**src/rtl/vend_pkg.sv**
```systemverilog
// -----------------------------------------------------------------------------
// vend_pkg
//   Shared definitions for the vending-machine sequencer slice.
//   - state_e       : sequencer state enum with fixed 4-bit encodings; the
//                     encoding is exported on state_o for the display, so the
//                     values must stay stable.
//   - TIMEOUT_CYC_DFLT / TMR_W_DFLT : default SELECT inactivity limit
//                     (30 s at 50 MHz) and the counter width that holds it.
//   - CREDIT_W      : credit width in 0.5 r units (sum never exceeds 1999).
//   - PROD_W        : product number width (1..12, 0 = none).
// -----------------------------------------------------------------------------
package vend_pkg;

    localparam int unsigned TIMEOUT_CYC_DFLT = 32'd1_500_000_000;
    localparam int unsigned TMR_W_DFLT       = 31;
    localparam int unsigned CREDIT_W         = 11;
    localparam int unsigned PROD_W           = 4;

    typedef enum logic [3:0] {
        ST_IDLE       = 4'd0,
        ST_SELECT     = 4'd1,
        ST_COIN_CHK   = 4'd2,
        ST_COIN_ADD   = 4'd3,
        ST_PAY_CHK    = 4'd4,
        ST_PAY        = 4'd5,
        ST_DISPENSE   = 4'd6,
        ST_CHARGE     = 4'd7,
        ST_CHARGE_CLR = 4'd8
    } state_e;

endpackage

```
**src/rtl/vend_idle_timer.sv**
```systemverilog
// -----------------------------------------------------------------------------
// vend_idle_timer
//   Inactivity counter for the SELECT state.
//   Ports:
//     clk, rst_n   : clock, asynchronous active-low reset
//     clr_i        : synchronous clear (dominates en_i)
//     en_i         : count enable
//     expire_o     : high in the cycle the count sits at TIMEOUT_CYC-1 while
//                    enabled and not being cleared
//   The counter saturates at TIMEOUT_CYC-1, so a missed expiry can never wrap
//   back to zero and silently restart the window. TMR_W must satisfy
//   2^TMR_W > TIMEOUT_CYC.
// -----------------------------------------------------------------------------
module vend_idle_timer #(
    parameter int unsigned TIMEOUT_CYC = vend_pkg::TIMEOUT_CYC_DFLT,
    parameter int unsigned TMR_W       = vend_pkg::TMR_W_DFLT
) (
    input  logic clk,
    input  logic rst_n,
    input  logic clr_i,
    input  logic en_i,
    output logic expire_o
);

    localparam logic [TMR_W-1:0] LAST = TMR_W'(TIMEOUT_CYC - 1);

    logic [TMR_W-1:0] cnt_q;
    logic [TMR_W-1:0] cnt_d;
    logic             at_last;

    assign at_last = (cnt_q == LAST);

    always_comb begin
        cnt_d = cnt_q;
        if (clr_i) begin
            cnt_d = '0;
        end else if (en_i && !at_last) begin
            cnt_d = cnt_q + TMR_W'(1);
        end
    end

    always_ff @(posedge clk or negedge rst_n) begin
        if (!rst_n) begin
            cnt_q <= '0;
        end else begin
            cnt_q <= cnt_d;
        end
    end

    // User activity in the same cycle as the deadline restarts the window
    // instead of timing out.
    assign expire_o = en_i && !clr_i && at_last;

endmodule

```
**src/rtl/vend_seq_ctrl.sv**
```systemverilog
// -----------------------------------------------------------------------------
// vend_seq_ctrl
//   Top-level transaction sequencer for the vending machine. Consumes touch
//   event pulses and status from the touch/coin datapath, drives the
//   datapath's state qualifiers, and runs the dispense / change-return
//   handshakes with the mechanism drivers.
//
//   Ports:
//     clk, rst_n            : clock, asynchronous active-low reset
//     select_flag           : product area touched (acted on in IDLE only)
//     sure_flag, cancel_flag, coin_sig, charge_flag : one-cycle event pulses
//     coin_ov_flag          : pending coin would overflow (valid in COIN_CHK)
//     nonenough_flag        : credit below price (valid in PAY_CHK)
//     coin_val_sum          : current credit, 0.5 r units
//     product_number        : selected product, 0 = none
//     disp_ack, change_ack  : mechanism completion pulses
//     selected_sta_flag, coin_sta_flag, coin_fn_flag, pay_sta_flag,
//     pay_st_flag, charge_st_flag : datapath qualifiers (state decodes)
//     disp_req / disp_prod  : dispense request and latched product
//     change_req / change_amt : change request and latched amount
//     coin_rej, short_pulse, timeout_pulse : registered one-cycle UI pulses
//     state_o               : current state encoding for the display
//
//   Handshake semantics (dispense and change return): the request is a level
//   that rises on entry to the wait state and stays high, with its payload
//   (disp_prod / change_amt) held stable, until the matching ack pulse is
//   sampled high; the request drops in the very next cycle. An ack sampled
//   while its request is low is ignored. Reset drops a request at once and the
//   transaction is abandoned.
//
//   Events arriving in a state that does not consume them are dropped, never
//   queued. Qualifiers and requests are pure decodes of the state register;
//   nothing on the output side depends combinationally on an input.
// -----------------------------------------------------------------------------
module vend_seq_ctrl
    import vend_pkg::*;
#(
    parameter int unsigned TIMEOUT_CYC = TIMEOUT_CYC_DFLT,
    parameter int unsigned TMR_W       = TMR_W_DFLT
) (
    input  logic                clk,
    input  logic                rst_n,
    input  logic                select_flag,
    input  logic                sure_flag,
    input  logic                cancel_flag,
    input  logic                coin_sig,
    input  logic                charge_flag,
    input  logic                coin_ov_flag,
    input  logic                nonenough_flag,
    input  logic [CREDIT_W-1:0] coin_val_sum,
    input  logic [PROD_W-1:0]   product_number,
    input  logic                disp_ack,
    input  logic                change_ack,
    output logic                selected_sta_flag,
    output logic                coin_sta_flag,
    output logic                coin_fn_flag,
    output logic                pay_sta_flag,
    output logic                pay_st_flag,
    output logic                charge_st_flag,
    output logic                disp_req,
    output logic [PROD_W-1:0]   disp_prod,
    output logic                change_req,
    output logic [CREDIT_W-1:0] change_amt,
    output logic                coin_rej,
    output logic                short_pulse,
    output logic                timeout_pulse,
    output logic [3:0]          state_o
);

    state_e               state_q;
    state_e               ret_q;          // state to resume after a coin check
    logic                 ov_q;           // overflow verdict captured in COIN_CHK
    logic [PROD_W-1:0]    disp_prod_q;
    logic [CREDIT_W-1:0]  change_amt_q;
    logic                 coin_rej_q;
    logic                 short_q;
    logic                 timeout_q;

    logic                 in_select;
    logic                 sure_ok;
    logic                 tmr_clr;
    logic                 tmr_expire;

    assign in_select = (state_q == ST_SELECT);
    assign sure_ok   = sure_flag && (product_number != '0);

    // ------------------------------------------------------------------
    // SELECT inactivity timer: held at zero outside SELECT, so it is
    // already clear on every SELECT entry; sure/coin touches restart it.
    // ------------------------------------------------------------------
    assign tmr_clr = !in_select || sure_flag || coin_sig;

    vend_idle_timer #(
        .TIMEOUT_CYC (TIMEOUT_CYC),
        .TMR_W       (TMR_W)
    ) u_idle_timer (
        .clk      (clk),
        .rst_n    (rst_n),
        .clr_i    (tmr_clr),
        .en_i     (in_select),
        .expire_o (tmr_expire)
    );

    // ------------------------------------------------------------------
    // Sequencer FSM with registered pulse outputs and latched payloads.
    // ------------------------------------------------------------------
    always_ff @(posedge clk or negedge rst_n) begin
        if (!rst_n) begin
            state_q      <= ST_IDLE;
            ret_q        <= ST_IDLE;
            ov_q         <= 1'b0;
            disp_prod_q  <= '0;
            change_amt_q <= '0;
            coin_rej_q   <= 1'b0;
            short_q      <= 1'b0;
            timeout_q    <= 1'b0;
        end else begin
            // Pulses default low; a transition below raises one for the
            // first cycle of the state being entered.
            coin_rej_q <= 1'b0;
            short_q    <= 1'b0;
            timeout_q  <= 1'b0;

            case (state_q)
                ST_IDLE: begin
                    if (select_flag) begin
                        state_q <= ST_SELECT;
                    end else if (coin_sig) begin
                        state_q <= ST_COIN_CHK;
                        ret_q   <= ST_IDLE;
                    end else if (charge_flag && (coin_val_sum != '0)) begin
                        state_q      <= ST_CHARGE;
                        change_amt_q <= coin_val_sum;
                    end
                end

                // cancel > sure > coin > timeout. A sure with no product
                // chosen is not a purchase, but still counts as activity.
                ST_SELECT: begin
                    if (cancel_flag) begin
                        state_q <= ST_IDLE;
                    end else if (sure_ok) begin
                        state_q <= ST_PAY_CHK;
                    end else if (coin_sig) begin
                        state_q <= ST_COIN_CHK;
                        ret_q   <= ST_SELECT;
                    end else if (tmr_expire) begin
                        state_q   <= ST_IDLE;
                        timeout_q <= 1'b1;
                    end
                end

                ST_COIN_CHK: begin
                    ov_q       <= coin_ov_flag;
                    coin_rej_q <= coin_ov_flag;
                    state_q    <= ST_COIN_ADD;
                end

                ST_COIN_ADD: begin
                    state_q <= ret_q;
                end

                // Product is captured here because the datapath clears it
                // during PAY.
                ST_PAY_CHK: begin
                    disp_prod_q <= product_number;
                    if (nonenough_flag) begin
                        state_q <= ST_SELECT;
                        short_q <= 1'b1;
                    end else begin
                        state_q <= ST_PAY;
                    end
                end

                ST_PAY: begin
                    state_q <= ST_DISPENSE;
                end

                ST_DISPENSE: begin
                    if (disp_ack) begin
                        state_q <= ST_IDLE;
                    end
                end

                ST_CHARGE: begin
                    if (change_ack) begin
                        state_q <= ST_CHARGE_CLR;
                    end
                end

                ST_CHARGE_CLR: begin
                    state_q <= ST_IDLE;
                end

                default: begin
                    state_q <= ST_IDLE;
                end
            endcase
        end
    end

    // ------------------------------------------------------------------
    // Output decode from registered state only.
    // ------------------------------------------------------------------
    assign selected_sta_flag = in_select;
    assign coin_sta_flag     = (state_q == ST_COIN_CHK);
    assign coin_fn_flag      = (state_q == ST_COIN_ADD) && !ov_q;
    assign pay_sta_flag      = (state_q == ST_PAY_CHK) || (state_q == ST_PAY);
    assign pay_st_flag       = (state_q == ST_PAY);
    assign charge_st_flag    = (state_q == ST_CHARGE_CLR);
    assign disp_req          = (state_q == ST_DISPENSE);
    assign change_req        = (state_q == ST_CHARGE);
    assign disp_prod         = disp_prod_q;
    assign change_amt        = change_amt_q;
    assign coin_rej          = coin_rej_q;
    assign short_pulse       = short_q;
    assign timeout_pulse     = timeout_q;
    assign state_o           = state_q;

endmodule

```
**config.mk**
```make
export PLATFORM = sky130hd
export DESIGN_NAME = vend_seq_ctrl
export DESIGN_NICKNAME = d
export VERILOG_FILES = /design/src/rtl/vend_pkg.sv /design/src/rtl/vend_idle_timer.sv /design/src/rtl/vend_seq_ctrl.sv
export SDC_FILE = /design/constraint.sdc
export NUM_CORES = 1
export LEC_CHECK = 0
export CORE_ASPECT_RATIO = 1.4
export CORE_MARGIN = 5
export CORE_UTILIZATION = 40
export DETAILED_ROUTE_END_ITERATION = 12
export PLACE_DENSITY_LB_ADDON = 0.25
export SYNTH_ARGS = -nofsm -noshare
export SYNTH_HDL_FRONTEND = slang
export SYNTH_SLANG_ARGS = --single-unit
```
**constraint.sdc**
```tcl
create_clock -name clk -period 2.31 [get_ports clk]
set_input_delay 0.462 -clock clk [delete_from_list [all_inputs] [get_ports clk]]
set_output_delay 0.462 -clock clk [all_outputs]
set_load 0.03 [all_outputs]
```
# [After elaboration in Yosys (flattened, before gate mapping)]
# Index checks and enable logic that the tools add are counted.
[totals] register_bits=58 in_bits=26 out_inout_bits=30 elab_cells=78
[classes] add_sub_neg=1 eq_ne=18 muxes=27 bitwise_logic=2 reduce_logical=21
[ops] operator="$mux W31" n=2
[ops] operator="$mux W4" n=14
[ops] operator="$pmux W4 S8" n=1
[ops] operator="$add A31 B1 Y31 const B" n=1
[ops] operator="$eq A31 B31 Y1 const B" n=1
[ops] operator="$eq A4 B3 Y1 const B" n=4
[ops] operator="$ne A2 B2 Y1 const B" n=7
[ops] operator="$reduce_bool A11 Y1" n=1
[ops] operator="$eq A4 B2 Y1 const B" n=2
[ops] operator="$mux W1" n=8
[ops] operator="$pmux W4 S2" n=1
[ops] operator="$reduce_and A4 Y1" n=2
[ops] operator="$logic_and A1 B1 Y1" n=6
[ops] operator="$reduce_and A6 Y1" n=1
[ops] operator="$ne A5 B3 Y1 const B" n=1
[ops] operator="$eq A4 B1 Y1 const B" n=1
[ops] operator="$eq A4 B4 Y1 const B" n=1
[ops] operator="$logic_not A1 Y1" n=4
[ops] operator="$logic_not A4 Y1" n=1
[ops] operator="$ne A4 B4 Y1 const B" n=1
[ops] operator="$reduce_bool A2 Y1" n=2
[ops] operator="$reduce_bool A4 Y1" n=1
[ops] operator="$logic_or A1 B1 Y1" n=3
[ops] operator="$mux W3" n=1
[ops] operator="$not A1 Y1" n=2

# [Longest topological paths before layout]
[depth] word_depth=12 depth_mapped=8 mapped_depth_nobuf=6

# [By module]
# A second synthesis with hierarchy kept.
[unflattened] hier_cells=298 hier_area_um2=3079.2
[modules_own_cells] mod="vend_idle_timer" instances=1 cells_per_inst=195 area_per_inst_um2=1905.6 seq_area_each_um2=775.7
[modules_own_cells] mod="vend_seq_ctrl" instances=1 cells_per_inst=103 area_per_inst_um2=1173.6 seq_area_each_um2=600.6

# [Worst setup path after synthesis]
# OpenSTA, ideal clock, no wires.
[synth_path] path_type="reg-to-reg" startpoint="reg state_q[2] (netlist: state_o[2])" endpoint="reg ov_q" setup_time_ps=125 arrival_ps=2256 required_ps=2185 setup_slack_ps=-71 stages_incl_launch_ff=5 path_buffers=1 period_less_slack_ps=2381 path_cell_list="dfrtp_1 > clkbuf_1 > or2_2 > nor3b_1 > mux2_2"
[synth_via] elab_chain_cells=1
[synth_lines] item="start: declaration" line_no="vend_seq_ctrl.sv:70" source="state_e state_q;"
[synth_lines] item="start signal: assignment" line_no="vend_seq_ctrl.sv:160" source="state_q <= ret_q;"
[synth_lines] item="$eq A4 B2 Y1"
[synth_lines] item="named net coin_sta_flag" line_no="vend_seq_ctrl.sv:55" source="output logic coin_sta_flag,"
[synth_lines] item="end signal: assignment" line_no="vend_seq_ctrl.sv:154" source="ov_q <= coin_ov_flag;"
[synth_lines] item="end: declaration" line_no="vend_seq_ctrl.sv:72" source="logic ov_q;"
# The timed path passes the listed nets, and every way through them passes these cells.
# A chain may end at the register's enable or synchronous reset.

# [Worst setup path in the final report]
[layout_path] startpoint="reg state_q[1] (netlist: state_o[1])" endpoint="out selected_sta_flag"
[layout_via] elab_chain_cells=1
[layout_lines] item="$eq A4 B1 Y1" line_no="vend_seq_ctrl.sv:84" source="assign in_select = (state_q == ST_SELECT);"
[layout_lines] item="end: declaration" line_no="vend_seq_ctrl.sv:54" source="output logic selected_sta_flag,"
# No other way between the ends.

==> out/results.tsv <==
metric	value	unit
reg2reg_slack	0.22	ns
grt_pass1_vias	2488	
numPortBuffers	55	
die_height	109	um
async_flop_share	1.00	
report.final.hold_viol_count	0	
rsz0062_at_grt	false	
ys_seq_area_frac	0.492	
critical_path_required	1.85	ns
vias_per_cell	5.31	
path_max_fanout	12	
drive_gt1_frac	0.154	
cts_tree	built	
power	0.00343	W
cts_made_buffers	5	
use_met2	0.280	
crit_start	state_o[1]	
placed_cell_area	0.00359	mm^2
tightest_slew	0.558	ns
ys_ff_latch	55	
crit_end	selected_sta_flag	
place_inst	438	
crit_chain	buf_4, or4b_1, buf_4, inv_1, buf_6	
vdd_drop_max	0.623	mV
r2r-start	u_idle_timer.cnt_q[17]	
syn_nets	308	
place.gp.congestion	0.781	
cp_slowest_stage_delay	0.53	ns
path_class	flip-flop to output pin	
drt_pass1_iterations	4	
layout.nets	377	
clock.fmax	0.452	GHz
clk_latency	0.30	ns
grt_use_met3	0.0380	
grtUsageMet1	0.187	
syn-mean-instance-area	9.95	um^2
vias	2368	
fp-row-count	36	
cts_root_buffer	clkbuf_8	
cp-start-kind	flip-flop	
run_status	finished clean	
setup_viol	0	
syn-cell-area	0.00280	mm^2
fp.coreArea	0.00689	mm^2
postLayoutCellArea	0.00371	mm^2
dp_hpwl	4770	um
p_per_area	923	mW/mm^2
end_kind	output pin	
antenna_cells	0	
grt_pass1_wl	11100	um
critical_path_arrival	1.75	ns
post_cts_buffers	0	
yosysUniqueCellTypes	49	
post-route-period-util	0.958	
antenna_found_initial	0	
cp_slowest_cell	or4b_1	
grt-ovfl-total	0	
busiest_layer	met2	
drcViolationCount	0	
syn-instance-count	281	
period_needed	2.21	ns
setup_tns	0	ns
hold_path_class	input pin to async pin	
dieArea	0.00878	mm^2
rr_worst_depth	5	
skew	0.0115	ns
cts_max_level	2	
die-width	80.7	um
area_growth	32.8	%
ys.flop_type	dfrtp_1	
stdcell_count	446	
initial_core_util	0.406	
cts_sinks	55	
rr_endpoint	u_idle_timer.cnt_q[27]	
p_leak	1.53	nW
drv_slew	0	
cap_viol_max_count	0	
yosys_warnings	0	
ios	56	
grt_max_degree	33	
drt-initial-drc-count	157	
critPathMostFrequentCell	buf_4	
gr-usage-all-layers	0.158	
ant_nets	0	
path_clk_slew	0.10	ns
routed_wl	6430	um
synth_edf_count	0	
cts_buffer_depth	2	
avgRoutedWirePerCell	14.4	um
maxSlewHeadroom	0.628	
==> cell usage after synthesis, types with 2 or more instances <==
| cell type | instances | area, um^2 |
|---|---|---|
| or2_2 | 2 | 12.5 |
| inv_1 | 8 | 30.0 |
| nand3_1 | 8 | 40.0 |
| nor3_1 | 8 | 40.0 |
| nor2_1 | 24 | 90.1 |
| or4_1 | 3 | 22.5 |
| nor3b_1 | 4 | 30.0 |
| mux2i_1 | 2 | 20.0 |
| nand4_1 | 7 | 43.8 |
| nor4b_1 | 2 | 17.5 |
| and4_1 | 3 | 26.3 |
| buf_2 | 5 | 25.0 |
| dfrtp_1 | 55 | 1380 |
| nand2_1 | 18 | 67.6 |
| and2_1 | 6 | 37.5 |
| o21ai_0 | 19 | 95.1 |
| a21oi_1 | 17 | 85.1 |
| clkbuf_1 | 5 | 18.8 |
| xor2_1 | 2 | 17.5 |
| and3_1 | 2 | 12.5 |
| o31ai_1 | 2 | 15.0 |
| nor2b_1 | 2 | 12.5 |
| xnor2_1 | 10 | 87.6 |
| nand2b_1 | 4 | 25.0 |
| mux2_2 | 16 | 180 |
| nor4_1 | 11 | 68.8 |
| or3_1 | 14 | 87.6 |
==> flip-flops by register name, summed over array words and instances (netlist names) <==
| name | flops |
|---|---|
| disp_prod | 4 |
| ret_q | 1 |
| ov_q | 1 |
| coin_rej | 1 |
| short_pulse | 1 |
| change_amt | 11 |
| u_idle_timer.cnt_q | 31 |
| state_o | 4 |
| timeout_pulse | 1 |
==> logic make-up after synthesis <==
family | after synthesis | share of synthesized area
compound gates | 48 | 0.100
xor+xnor | 12 | 0.0376
fa+ha+maj | 1 | 0.00448
buf+inv | 20 | 0.0304
flops | 55 | 0.492
mux | 18 | 0.0716
simple gates | 127 | 0.263
==> where the power goes <==
group	switching, W	internal [W]
combinational	0.000837	0.000692
sequential	0.0000912	0.00115
clock	0.000308	0.000351
==> cells in the final DEF, fill, tap and decap left out, types with 6 or more instances in the layout <==
cell / instances
a21oi_1: 17
and2_1: 6
buf_4: 16
clkbuf_8: 6
clkdlybuf4s50_1: 46
dfrtp_1: 55
inv_1: 8
mux2_2: 16
nand2_1: 18
nand3_1: 8
nand4_1: 7
nor2_1: 24
nor3_1: 8
nor4_1: 11
o21ai_0: 19
or3_1: 14
xnor2_1: 10
==> layer usage <==
layer / wire (um) / up-vias
li1: - / 1159
met4: 67 / 0
met5: 0 / -
met3: 298 / 6
met1: 2720 / 1150
met2: 3350 / 53
==> critical path, delay by kind of cell (launching register included) <==
family,cells,cell delay (ns)
buffers and inverters,4,0.54
DFF,1,0.38
and+or+nand+nor,1,0.53
==> area by class of cell <==
class,count,area (um^2)
inverter,8,30.0
tap,95,119
clock inverter,2,35.0
timing repair buffer,74,729
sequential,55,1380
fill,622,3180
multi-input combinational,206,1340
clock buffer,6,82.6
==> worst min path at each step <==
stage	to	slack (ns)
finish	u_idle_timer.cnt_q[11]	0.13
global route	u_idle_timer.cnt_q[11]	0.17
CTS	u_idle_timer.cnt_q[11]	0.15
detailed placement	u_idle_timer.cnt_q[11]	0.49
global placement	u_idle_timer.cnt_q[11]	0.49
floorplan	change_amt[0]	0.17
==> stage by stage <==
| step | util | setup slack, ns | hold slack (ns) |
|---|---|---|---|
| 2_1_floorplan | - | 0.124 | 0.166 |
| 3_3_place_gp | 0.521 | -0.0192 | 0.488 |
| 3_5_place_dp | 0.521 | 0.00291 | 0.487 |
| 4_1_cts | 0.537 | 0.00920 | 0.148 |
| 6_report | 0.538 | 0.0971 | 0.129 |
| 5_1_grt | 0.538 | 0.00854 | 0.170 |
==> timing repair <==
action / CTS / global route
endpoints found under the setup margin: 4 / 4
gates resized for setup: 4 / 4
hold buffers: 0 / 0
No activity file was read; power rests on OpenSTA's default activity.
==> RTL edit 1 (same settings) <==
Register the outputs `selected_sta_flag`, `coin_sta_flag`, `coin_fn_flag`, `pay_sta_flag`, `pay_st_flag` and `charge_st_flag`; this adds one clock of latency there. The other outputs are not delayed to match.
--- a/src/rtl/vend_seq_ctrl.sv
+++ b/src/rtl/vend_seq_ctrl.sv
@@ -202,12 +202,14 @@
     // ------------------------------------------------------------------
     // Output decode from registered state only.
     // ------------------------------------------------------------------
-    assign selected_sta_flag = in_select;
-    assign coin_sta_flag     = (state_q == ST_COIN_CHK);
-    assign coin_fn_flag      = (state_q == ST_COIN_ADD) && !ov_q;
-    assign pay_sta_flag      = (state_q == ST_PAY_CHK) || (state_q == ST_PAY);
-    assign pay_st_flag       = (state_q == ST_PAY);
-    assign charge_st_flag    = (state_q == ST_CHARGE_CLR);
+    always_ff @(posedge clk) begin
+        selected_sta_flag <= in_select;
+        coin_sta_flag     <= (state_q == ST_COIN_CHK);
+        coin_fn_flag      <= (state_q == ST_COIN_ADD) && !ov_q;
+        pay_sta_flag      <= (state_q == ST_PAY_CHK) || (state_q == ST_PAY);
+        pay_st_flag       <= (state_q == ST_PAY);
+        charge_st_flag    <= (state_q == ST_CHARGE_CLR);
+    end
     assign disp_req          = (state_q == ST_DISPENSE);
     assign change_req        = (state_q == ST_CHARGE);
     assign disp_prod         = disp_prod_q;
Behaviour: not the same (Yosys sat finds a counterexample within 4 cycles, from zero or initial values and one cycle with rst_n low).
==> RTL edit 1 against the original RTL <==
Fmax rose by 5.3%. Global-route usage rose by 0.40 points. Highest routed layer unchanged. Cell area rose by 4.1%. Synthesized area rose by 4.3%. Routed wire length rose by 3.2%. Total power rose by 7.9%. Hold slack improved by 0.31 ns. Setup slack improved by 0.11 ns. Largest power group is now registers. Sequential cell count rose by 6. Via count rose by 2.3%. Utilization rose by 1.1 points. Final cell count rose by 3.4%. Combinational power fell by 6%.
==> RTL edit 1: results (changes against the original RTL) <==
- The number of nets in the finished design came to 388 (was 377).
- The number of buffers added to fix hold violations after cts is 1 (was 0).
- The area fraction in compound gates after synthesis is 9.614% (was 10.03%).
- The cell leakage power is 1.534 nW (was 1.528 nW).
- Result of the run: complete, no violations (unchanged).
- The number of global-route vias before repair was 2462 (was 2488).
- The post-cts sizing count is 2 (was 4).
- The clock transition at the registers of the reported paths is 0.06 ns (was 0.10 ns).
- The global-route wire length before repair was 11.39 mm (was 11.13 mm).
- The average wire length per cell after detail routing is 14.40 microns (was 14.42 microns).
- The worst-path cell with the longest stage delay is sky130_fd_sc_hd__dfrtp_1 (was sky130_fd_sc_hd__or4b_1).
- The global-route met2 utilization came to 25.31% (was 27.96%).
- The sequential-to-total area share from yosys stat is 51.33% (was 49.24%).
- The fraction of met3 tracks used by global routing came to 6.016% (was 3.802%).
- The cell count after synthesis is 287 (was 281).
- The setup slack at placement was -0.02341 ns (was 0.002915 ns).
- The routed length on met1 is 2.822 mm (was 2.718 mm).
- The parity-gate share of the synthesized area counting xor and xnor cells is 3.605% (was 3.760%).
- The sum of met2 wire segment lengths after detailed routing is 3.225 mm (was 3.347 mm).
- The final weighted congestion in routability-driven placement was 0.8119 (was 0.7809).
- The highest net fanout along the worst path is 10 (was 12).
- The total track usage is 16.24% (was 15.84%).
- The number of library cell types mapped by synthesis was 50 (was 49).
- The relative slew slack came to 69.78% (was 62.82%).
- The proportion of register bits with asynchronous set or reset after synthesis was 90.16% (was 100.0%).
- The reported combinational group power came to 1.44 mW (was 1.53 mW).
- The detailed-route via count is 2423 (was 2368).
- The fraction of final layout cells sized beyond drive strength 1 is 15.57% (was 15.38%).
- The met1 layer usage reported by global route is 19.84% (was 18.66%).
- Ranking of synthesized cells by area: sky130_fd_sc_hd__dfrtp_1, sky130_fd_sc_hd__mux2_2, sky130_fd_sc_hd__dfxtp_1, sky130_fd_sc_hd__o21ai_0, sky130_fd_sc_hd__nor2_1 (was sky130_fd_sc_hd__dfrtp_1, sky130_fd_sc_hd__mux2_2, sky130_fd_sc_hd__o21ai_0, sky130_fd_sc_hd__nor2_1, sky130_fd_sc_hd__or3_1).
- The routed wire length is 6.640 mm (was 6.431 mm).
- The clock latency on the worst-skew pair is 0.34 ns (was 0.30 ns).
RTL edit 1: cell count changes after synthesis, sizes merged:
| cell | unedited run | this run |
|---|---|---|
| dfxtp | 0 | 6 |
RTL edit 1: path summary, 6_finish.rpt:
path / from / end / slack [ns] / cells after the start
setup reg to reg: state_o[1] / u_idle_timer.cnt_q[10] / 0.26 / 4
max in group asynchronous: rst_n / u_idle_timer.cnt_q[4] / 1.22 / 3
min in group asynchronous: rst_n / u_idle_timer.cnt_q[13] / 0.53 / 2
hold / removal: ov_q / coin_fn_flag / 0.44 / 1
hold reg to reg: ov_q / coin_fn_flag / 0.44 / 1
setup / recovery: state_o[2] / disp_req / 0.21 / 4
RTL edit 1: layout make-up:
type,count,area [sq um]
flip-flops and latches,61,1496
well taps,95,118.9
clock buffers,13,148.9
repair buffers,75,720.7
clock inverters,3,15.01
inverters,8,30.03
multi-input cells,206,1334
fillers,656,3163
==> RTL edit 2 (same settings) <==
Made on the original files. Set the package constant `CREDIT_W` to 22 (it was 11).
--- a/src/rtl/vend_pkg.sv
+++ b/src/rtl/vend_pkg.sv
@@ -13,7 +13,7 @@
 
     localparam int unsigned TIMEOUT_CYC_DFLT = 32'd1_500_000_000;
     localparam int unsigned TMR_W_DFLT       = 31;
-    localparam int unsigned CREDIT_W         = 11;
+    localparam int unsigned CREDIT_W         = 22;
     localparam int unsigned PROD_W           = 4;
 
     typedef enum logic [3:0] {
Ports: changed (resized change_amt and coin_val_sum); port bits go from 56 to 78. The function was not compared with the original's and may differ.
==> RTL edit 2 against the original RTL <==
Setup slack better by 0.063 ns. Global-route usage grew 0.72 points. Total power increased by 34%. Die area grew 13%. Routed wire length up 21%. Synthesized area up 15%. Cell area rose by 22%. Register-to-register slack worse by 0.02 ns. Sequential share of layout area shrank 0.57 points. Sequential cell count rose by 11.
==> RTL edit 2: results (changes against the original RTL) <==
- The end of the worst register-to-register path is u_idle_timer.cnt_q[1] (was u_idle_timer.cnt_q[27]).
- The number of library cell types mapped by synthesis came to 41 (was 49).
- Result of the run: complete, no violations (unchanged).
- The fraction of final layout cells sized beyond drive strength 1 was 19.81% (was 15.38%).
- The placement-stage cell area is 4320 sq um (was 3587 sq um).
- The data arrival time of the critical path is 1.69 ns (was 1.75 ns).
- The TritonCTS buffer count is 9 (was 5).
- The fill cell total of the finished layout was 678 (was 622).
- The post-route clock skew is 0.008723 ns (was 0.01148 ns).
- The sequential-to-total area share from yosys stat came to 51.52% (was 49.24%).
- The count of routing violations after the opening detailed-route iteration was 92 (was 157).
- The area of all placed cells without fillers came to 4523 sq um (was 3711 sq um).
- The cell leakage power is 1.818 nW (was 1.528 nW).
- The global-route wire length before repair is 13.01 mm (was 11.13 mm).
- The number of levels the H-tree was split into is 3 (was 2).
- The number of global-route vias before repair is 2714 (was 2488).
- The HPWL reported at the end of detailed placement is 5.913 mm (was 4.767 mm).
- The worst flop-to-flop path startpoint is u_idle_timer.cnt_q[15] (was u_idle_timer.cnt_q[17]).
- The final weighted congestion in routability-driven placement is 0.8439 (was 0.7809).
- The critical path's largest stage delay is 0.68 ns (was 0.53 ns).
- The maximum number of pins on one net before global-route repair is 41 (was 33).
- The highest net fanout along the worst path is 8 (was 12).
- The worst-path cell with the longest stage delay is sky130_fd_sc_hd__clkdlybuf4s50_1 (was sky130_fd_sc_hd__or4b_1).
- The total track usage is 16.56% (was 15.84%).
- Ranking of synthesized cells by area: sky130_fd_sc_hd__dfrtp_1, sky130_fd_sc_hd__mux2_2, sky130_fd_sc_hd__xnor2_1, sky130_fd_sc_hd__nor4_1, sky130_fd_sc_hd__nor2_1 (was sky130_fd_sc_hd__dfrtp_1, sky130_fd_sc_hd__mux2_2, sky130_fd_sc_hd__o21ai_0, sky130_fd_sc_hd__nor2_1, sky130_fd_sc_hd__or3_1).
==> RTL edit 2: cell count changes after synthesis, sizes merged, moves of 6 or more <==
cell,delta
nor4,+7
or4,+6
or3,-7
o21ai,-9
dfrtp,+11
mux2,+11
==> RTL edit 2: logic make-up after synthesis <==
| logic type | share of synthesized area [%] |
|---|---|
| compound gates | 6.558 |
| xor+xnor | 5.465 |
| fa+ha+maj | 0.3903 |
| buf+inv | 3.357 |
| flops | 51.52 |
| mux | 10.11 |
| simple gates | 22.60 |
==> RTL edit 2: report_power, final <==
part	internal [mW]	switching [mW]	total [mW]
combinational	0.914	1.09	2.00
clock	0.556	0.433	0.989
sequential	1.43	0.165	1.60
==> RTL edit 2: metrics by stage <==
step,hold WS [ns],cells,setup TNS [ns],setup slack (ns)
after detailed placement,0.4945,498,-2.929,-0.1444
after CTS,0.2561,514,0,0.1293
after global placement,0.4878,498,-2.730,-0.1263
final,0.2348,514,0,0.1603
after global routing,0.2926,514,0,0.01340
after floorplan,0.1664,305,0,0.01739
==> RTL edit 2: layer usage <==
layer | wire [microns] | up-vias | GRT usage, % | part of all wire, %
li1 | - | 1327 | - | -
met1 | 3142 | 1299 | 19.26 | 40
met2 | 4129 | 58 | 29.10 | 53
met3 | 411 | 9 | 4.410 | 5.3
met4 | 119 | 0 | 6.230 | 1.5
met5 | 0 | - | 0 | 0
==> RTL edit 2: timing repair <==
action                                  4_1_cts  5_1_grt
buffers inserted                              0        0
resized for setup                             7        1
endpoints found under the setup margin        7        2
==> RTL edit 2: layout make-up <==
type	count	area share, %
well taps	100	2.766
repair buffers	107	22.77
inverters	11	0.9129
flip-flops and latches	66	36.51
multi-input cells	214	32.50
clock inverters	4	1.107
clock buffers	12	3.430
==> RTL edit 2: worst min path at each step <==
stage / startpoint / to / slack, ns / depth (start not counted)
2_1_floorplan: rst_n / change_amt[0] / 0.17 / 0
3_3_place_gp: disp_prod[3] / disp_prod[3] / 0.49 / 1
3_5_place_dp: change_amt[9] / change_amt[9] / 0.49 / 1
4_1_cts: rst_n / short_pulse / 0.26 / 1
5_1_grt: rst_n / short_pulse / 0.29 / 1
6_report: rst_n / short_pulse / 0.23 / 1
